## config.mk

```make
export PLATFORM = sky130hd
export DESIGN_NAME = mux8_rr_sched
export DESIGN_NICKNAME = d
export VERILOG_FILES = /design/src/rtl/mux8_rr_sched.sv
export SDC_FILE = /design/constraint.sdc
export NUM_CORES = 1
export LEC_CHECK = 0
export CORE_MARGIN = 3
export CORE_UTILIZATION = 56
export DETAILED_ROUTE_END_ITERATION = 8
export PLACE_DENSITY = 0.81
export SKIP_LAST_GASP = 1
export SLEW_MARGIN = 5
export SYNTH_ARGS = -nofsm -noshare
export SYNTH_HDL_FRONTEND = slang
export SYNTH_SLANG_ARGS = --single-unit
```

## constraint.sdc

```tcl
create_clock -name clk -period 4 [get_ports clk]
set_clock_uncertainty 0.1 [all_clocks]
set_input_delay 0.8 -clock clk [delete_from_list [all_inputs] [get_ports clk]]
set_output_delay 0.8 -clock clk [all_outputs]
set_load 0.01 [all_outputs]
```

## src/rtl/mux8_rr_sched.sv

```systemverilog
// mux8_rr_sched: round-robin owner scheduler for a shared 8:1 mux; optional MUX8_RR_MASK_EN adds a request mask port
module mux8_rr_sched #(
    parameter int QUANTUM = 4,
    parameter int CW      = 3
) (
    input  logic          clk,
    input  logic          rst_n,
    input  logic [7:0]    req,
    input  logic          done,
`ifdef MUX8_RR_MASK_EN
    input  logic [7:0]    mask,
`endif
    output logic [2:0]    sl,
    output logic [7:0]    gnt,
    output logic          vld,
    output logic [CW-1:0] cnt
);
    typedef enum logic {IDLE, OWN} state_t;

    localparam logic [CW-1:0] LAST = CW'(QUANTUM - 1);

    state_t        state, state_n;
    logic [2:0]    ptr, ptr_n, sl_n, base, win, idx;
    logic [7:0]    eff, gnt_n;
    logic          vld_n, any, rel;
    logic [CW-1:0] cnt_n;

`ifdef MUX8_RR_MASK_EN
    assign eff = req & ~mask;
`else
    assign eff = req;
`endif

    // a releasing owner searches from its own index, which is exactly the ptr it is about to store
    assign base = (state == OWN) ? sl : ptr;
    assign rel  = done | ~eff[sl] | (cnt == LAST);

    // rotating priority search: scanning downward lets the nearest index after base win
    always_comb begin
        any = 1'b0;
        win = 3'd0;
        idx = 3'd0;
        for (int k = 8; k >= 1; k--) begin
            idx = base + 3'(k);
            if (eff[idx]) begin
                any = 1'b1;
                win = idx;
            end
        end
    end

    // next-state and next-output logic
    always_comb begin
        state_n = state;
        ptr_n   = ptr;
        sl_n    = sl;
        gnt_n   = gnt;
        vld_n   = vld;
        cnt_n   = cnt;
        if (state == IDLE) begin
            if (any) begin
                state_n = OWN;
                sl_n    = win;
                gnt_n   = 8'b1 << win;
                vld_n   = 1'b1;
                cnt_n   = '0;
            end
        end else if (!rel) begin
            cnt_n = cnt + CW'(1);
        end else begin
            ptr_n = sl;
            cnt_n = '0;
            if (any) begin
                sl_n  = win;
                gnt_n = 8'b1 << win;
            end else begin
                state_n = IDLE;
                gnt_n   = '0;
                vld_n   = 1'b0;
            end
        end
    end

    // registered state and outputs with asynchronous clear
    always_ff @(posedge clk or negedge rst_n) begin
        if (!rst_n) begin
            state <= IDLE;
            ptr   <= 3'd7;
            sl    <= 3'd0;
            gnt   <= '0;
            vld   <= 1'b0;
            cnt   <= '0;
        end else begin
            state <= state_n;
            ptr   <= ptr_n;
            sl    <= sl_n;
            gnt   <= gnt_n;
            vld   <= vld_n;
            cnt   <= cnt_n;
        end
    end
endmodule

```

==> results.toml <==
[status]
status = "finished, final reports clean"

[critical_path]
critPathTopFamily = "multiplexers"
cp_cell_sequence = "buf_4, mux2i_4, buf_4, mux2_1, mux4_2, a21boi_1, o21ai_1, a21oi_2, mux2i_1, a22o_1"
slowest_stage = "mux4_2"
cpPeakStageDelay_ps = 560
r2r_start = "state"
reg2reg_to = "gnt[4]"
reg2reg_depth = 10
cp_common_cell = "buf_4"
crit_path_start_kind = "register"
reg2reg_slack_ps = 330
crit_fanout = 18
cp.arrival_ps = 3800
critical_path_class = "reg2reg"
cp_num_cells = 10
crit_required_ps = 4130
cp_num_buf_inv = 2
end_kind = "register"

[synth]
synth_fp_nets = 202
synth_top_area_share = 0.2013
ys.flop_type = "dfrtp_1"
syn_inst = 186
netlist-cell-type-count = 54
ys.warnings.count = 0
syn_area_mm2 = 0.001989
ys_top_cells_by_area = "dfrtp_1 (20%), mux2i_1 (11%), mux4_2 (10%), mux2_2 (7.4%), dfstp_2 (4.0%)"
netlist.top_cell.by_area = "dfrtp_1"
synth_edf_count = 0
ys_seq_elements = 19
syn_avg_cell_area_um2 = 10.70
ys_seq_area_frac = 0.2409
synth-async-reset-ratio = 1.000

[sta]
min_period_over_period = 0.9176
worst_slack_ps = 329.6
final_hold_viol_count = 0
relSlewSlack = 0.4663
max_freq_mhz = 272.5
rsz0062_at_grt = "no"
setup_tns_ps = 0
setup_viol = 0
fin_crit_ps = 3670
final_max_slew_viol_count = 0
tightestPinTransition_ps = 798.0

[placement]
pre_cts_ws_ps = 302.2
post-dp-hpwl_um = 3815
port_buffers = 25
gp_congestion = 0.9323

[die]
dieHeight_um = 65.60
coreArea_mm2 = 0.003390
io_pins = 26
fp.dieW_um = 65.60
rows = 21
start_util = 0.5869
dieArea_mm2 = 0.004303

[min_path]
whs_endpoint = "gnt[6]"
hold_start = "gnt[6]"
hold_path_class = "reg2reg"
worstHoldPathCells = 1

[cts]
cts.sinks = 19
max-clock-path-buffers = 2
postCtsResizedCells = 0
htreeDepth = 1
clkSlewWorstSetupHoldPaths_ps = 100
cts_tree = "done"
insertion_delay_ps = 290
post_cts_buffers = 0
cts-root-buf = "clkbuf_4"
hold_buffers = 0
cts_made_buffers = 3

[layout]
antenna_cells = 0
fin_nets = 230
syn_to_final_growth_pct = 17.04
drive_gt1_frac = 0.2582

[global_routing]
gr-total-overflow = 0
grt_max_degree = 20
grt_pass1_vias = 1732
antenna_found_initial = 0
grt_pass1_wl_um = 8349
grt_usage = 0.2446

[detailed_routing]
drt_wl_total_um = 4993
wl_per_cell_um = 19.28
drc = 0
first_iter_violations = 153
num_vias = 1723
vias_per_cell = 6.653
detail-route-antenna-nets = 0
drtPass1Iterations = 5

[job]
maxCapViolCount = 0
[how the worst max path moves through the flow]
stage           start     end
6_report        state  gnt[4]
5_1_grt         state  cnt[0]
4_1_cts         state  cnt[0]
3_5_place_dp   req[5]  cnt[1]
3_3_place_gp   req[5]  cnt[0]
2_1_floorplan   state  cnt[0]
[cell families (layout without fill, tap and decap cells)]
kind of cell | Yosys count | in the layout | share of synthesized area
muxes | 54 | 54 | 0.3673
buffers and inverters | 22 | 49 | 0.05660
and+or+nand+nor | 38 | 38 | 0.09435
xor gates and xnor gates | 2 | 2 | 0.01635
DFF | 19 | 19 | 0.2409
AOI/OAI and AO/OA | 46 | 46 | 0.1931
adders and majority gates | 5 | 5 | 0.03145
[cells in the mapped netlist, types with 3 or more instances]
cell type	count
inv_1	11
mux2i_2	4
mux4_2	9
o2bb2ai_1	5
ha_1	5
dfstp_2	3
mux2_2	13
nand2b_1	3
o21ai_1	3
o211ai_1	3
o21ai_0	6
buf_2	3
mux2i_1	21
clkbuf_1	4
nor3_1	5
a22o_1	5
a22oi_1	4
nor2_1	7
buf_6	3
mux2_4	4
dfrtp_1	16
nand3_1	3
nand2_1	11
[sequential cells by signal, summed over array words and instances, names as in the netlist]
signal	count
cnt	3
state	1
vld	1
sl	3
ptr	3
gnt	8
[layout by cell type (no fill, tap or decap), types with 2 or more instances in the layout]
master / synthesis / routed
clkdlybuf4s50_1: 0 / 25
mux2i_1: 21 / 21
dfrtp_1: 16 / 16
mux2_2: 13 / 13
inv_1: 11 / 11
nand2_1: 11 / 11
mux4_2: 9 / 9
buf_4: 1 / 9
nor2_1: 7 / 7
o21ai_0: 6 / 6
nor3_1: 5 / 5
a22o_1: 5 / 5
o2bb2ai_1: 5 / 5
ha_1: 5 / 5
mux2_4: 4 / 4
a22oi_1: 4 / 4
mux2i_4: 2 / 3
mux2i_2: 4 / 3
o21ai_1: 3 / 3
nand2b_1: 3 / 3
o211ai_1: 3 / 3
nand3_1: 3 / 3
clkbuf_4: 0 / 3
dfstp_2: 3 / 3
xnor2_2: 2 / 2
o22ai_1: 2 / 2
a21oi_1: 2 / 2
[per-stage QoR]
| stage | area [um2] | hold WS [ps] | util | cells |
|---|---|---|---|---|
| floorplan | 1989 | 404.4 | - | 186 |
| global placement | 2302 | 372.7 | 0.6792 | 255 |
| detailed placement | 2302 | 377.3 | 0.6792 | 255 |
| CTS | 2328 | 412.3 | 0.6870 | 259 |
| global route | 2328 | 431.3 | 0.6870 | 259 |
| finish | 2328 | 407.0 | 0.6870 | 259 |
[layer usage]
layer / GRT usage / routed length [um] / up-vias
met5: 0 / 0 / -
met4: 0.06995 / 89 / 0
met3: 0.02051 / 353 / 12
met2: 0.4374 / 2452 / 98
met1: 0.3141 / 2098 / 842
li1: - / - / 771
[layout make-up]
cell class	instances	area, um2
Inverter	11	41.29
Multi-Input combinational cell	145	1406
Sequential cell	19	479.2
Fill cell	266	1061
Clock buffer	4	26.28
Timing Repair Buffer	34	317.8
Tap cell	46	57.56
Power is not shown: default switching activity piles up to over one toggle a cycle in this logic, so the estimate is an artifact.
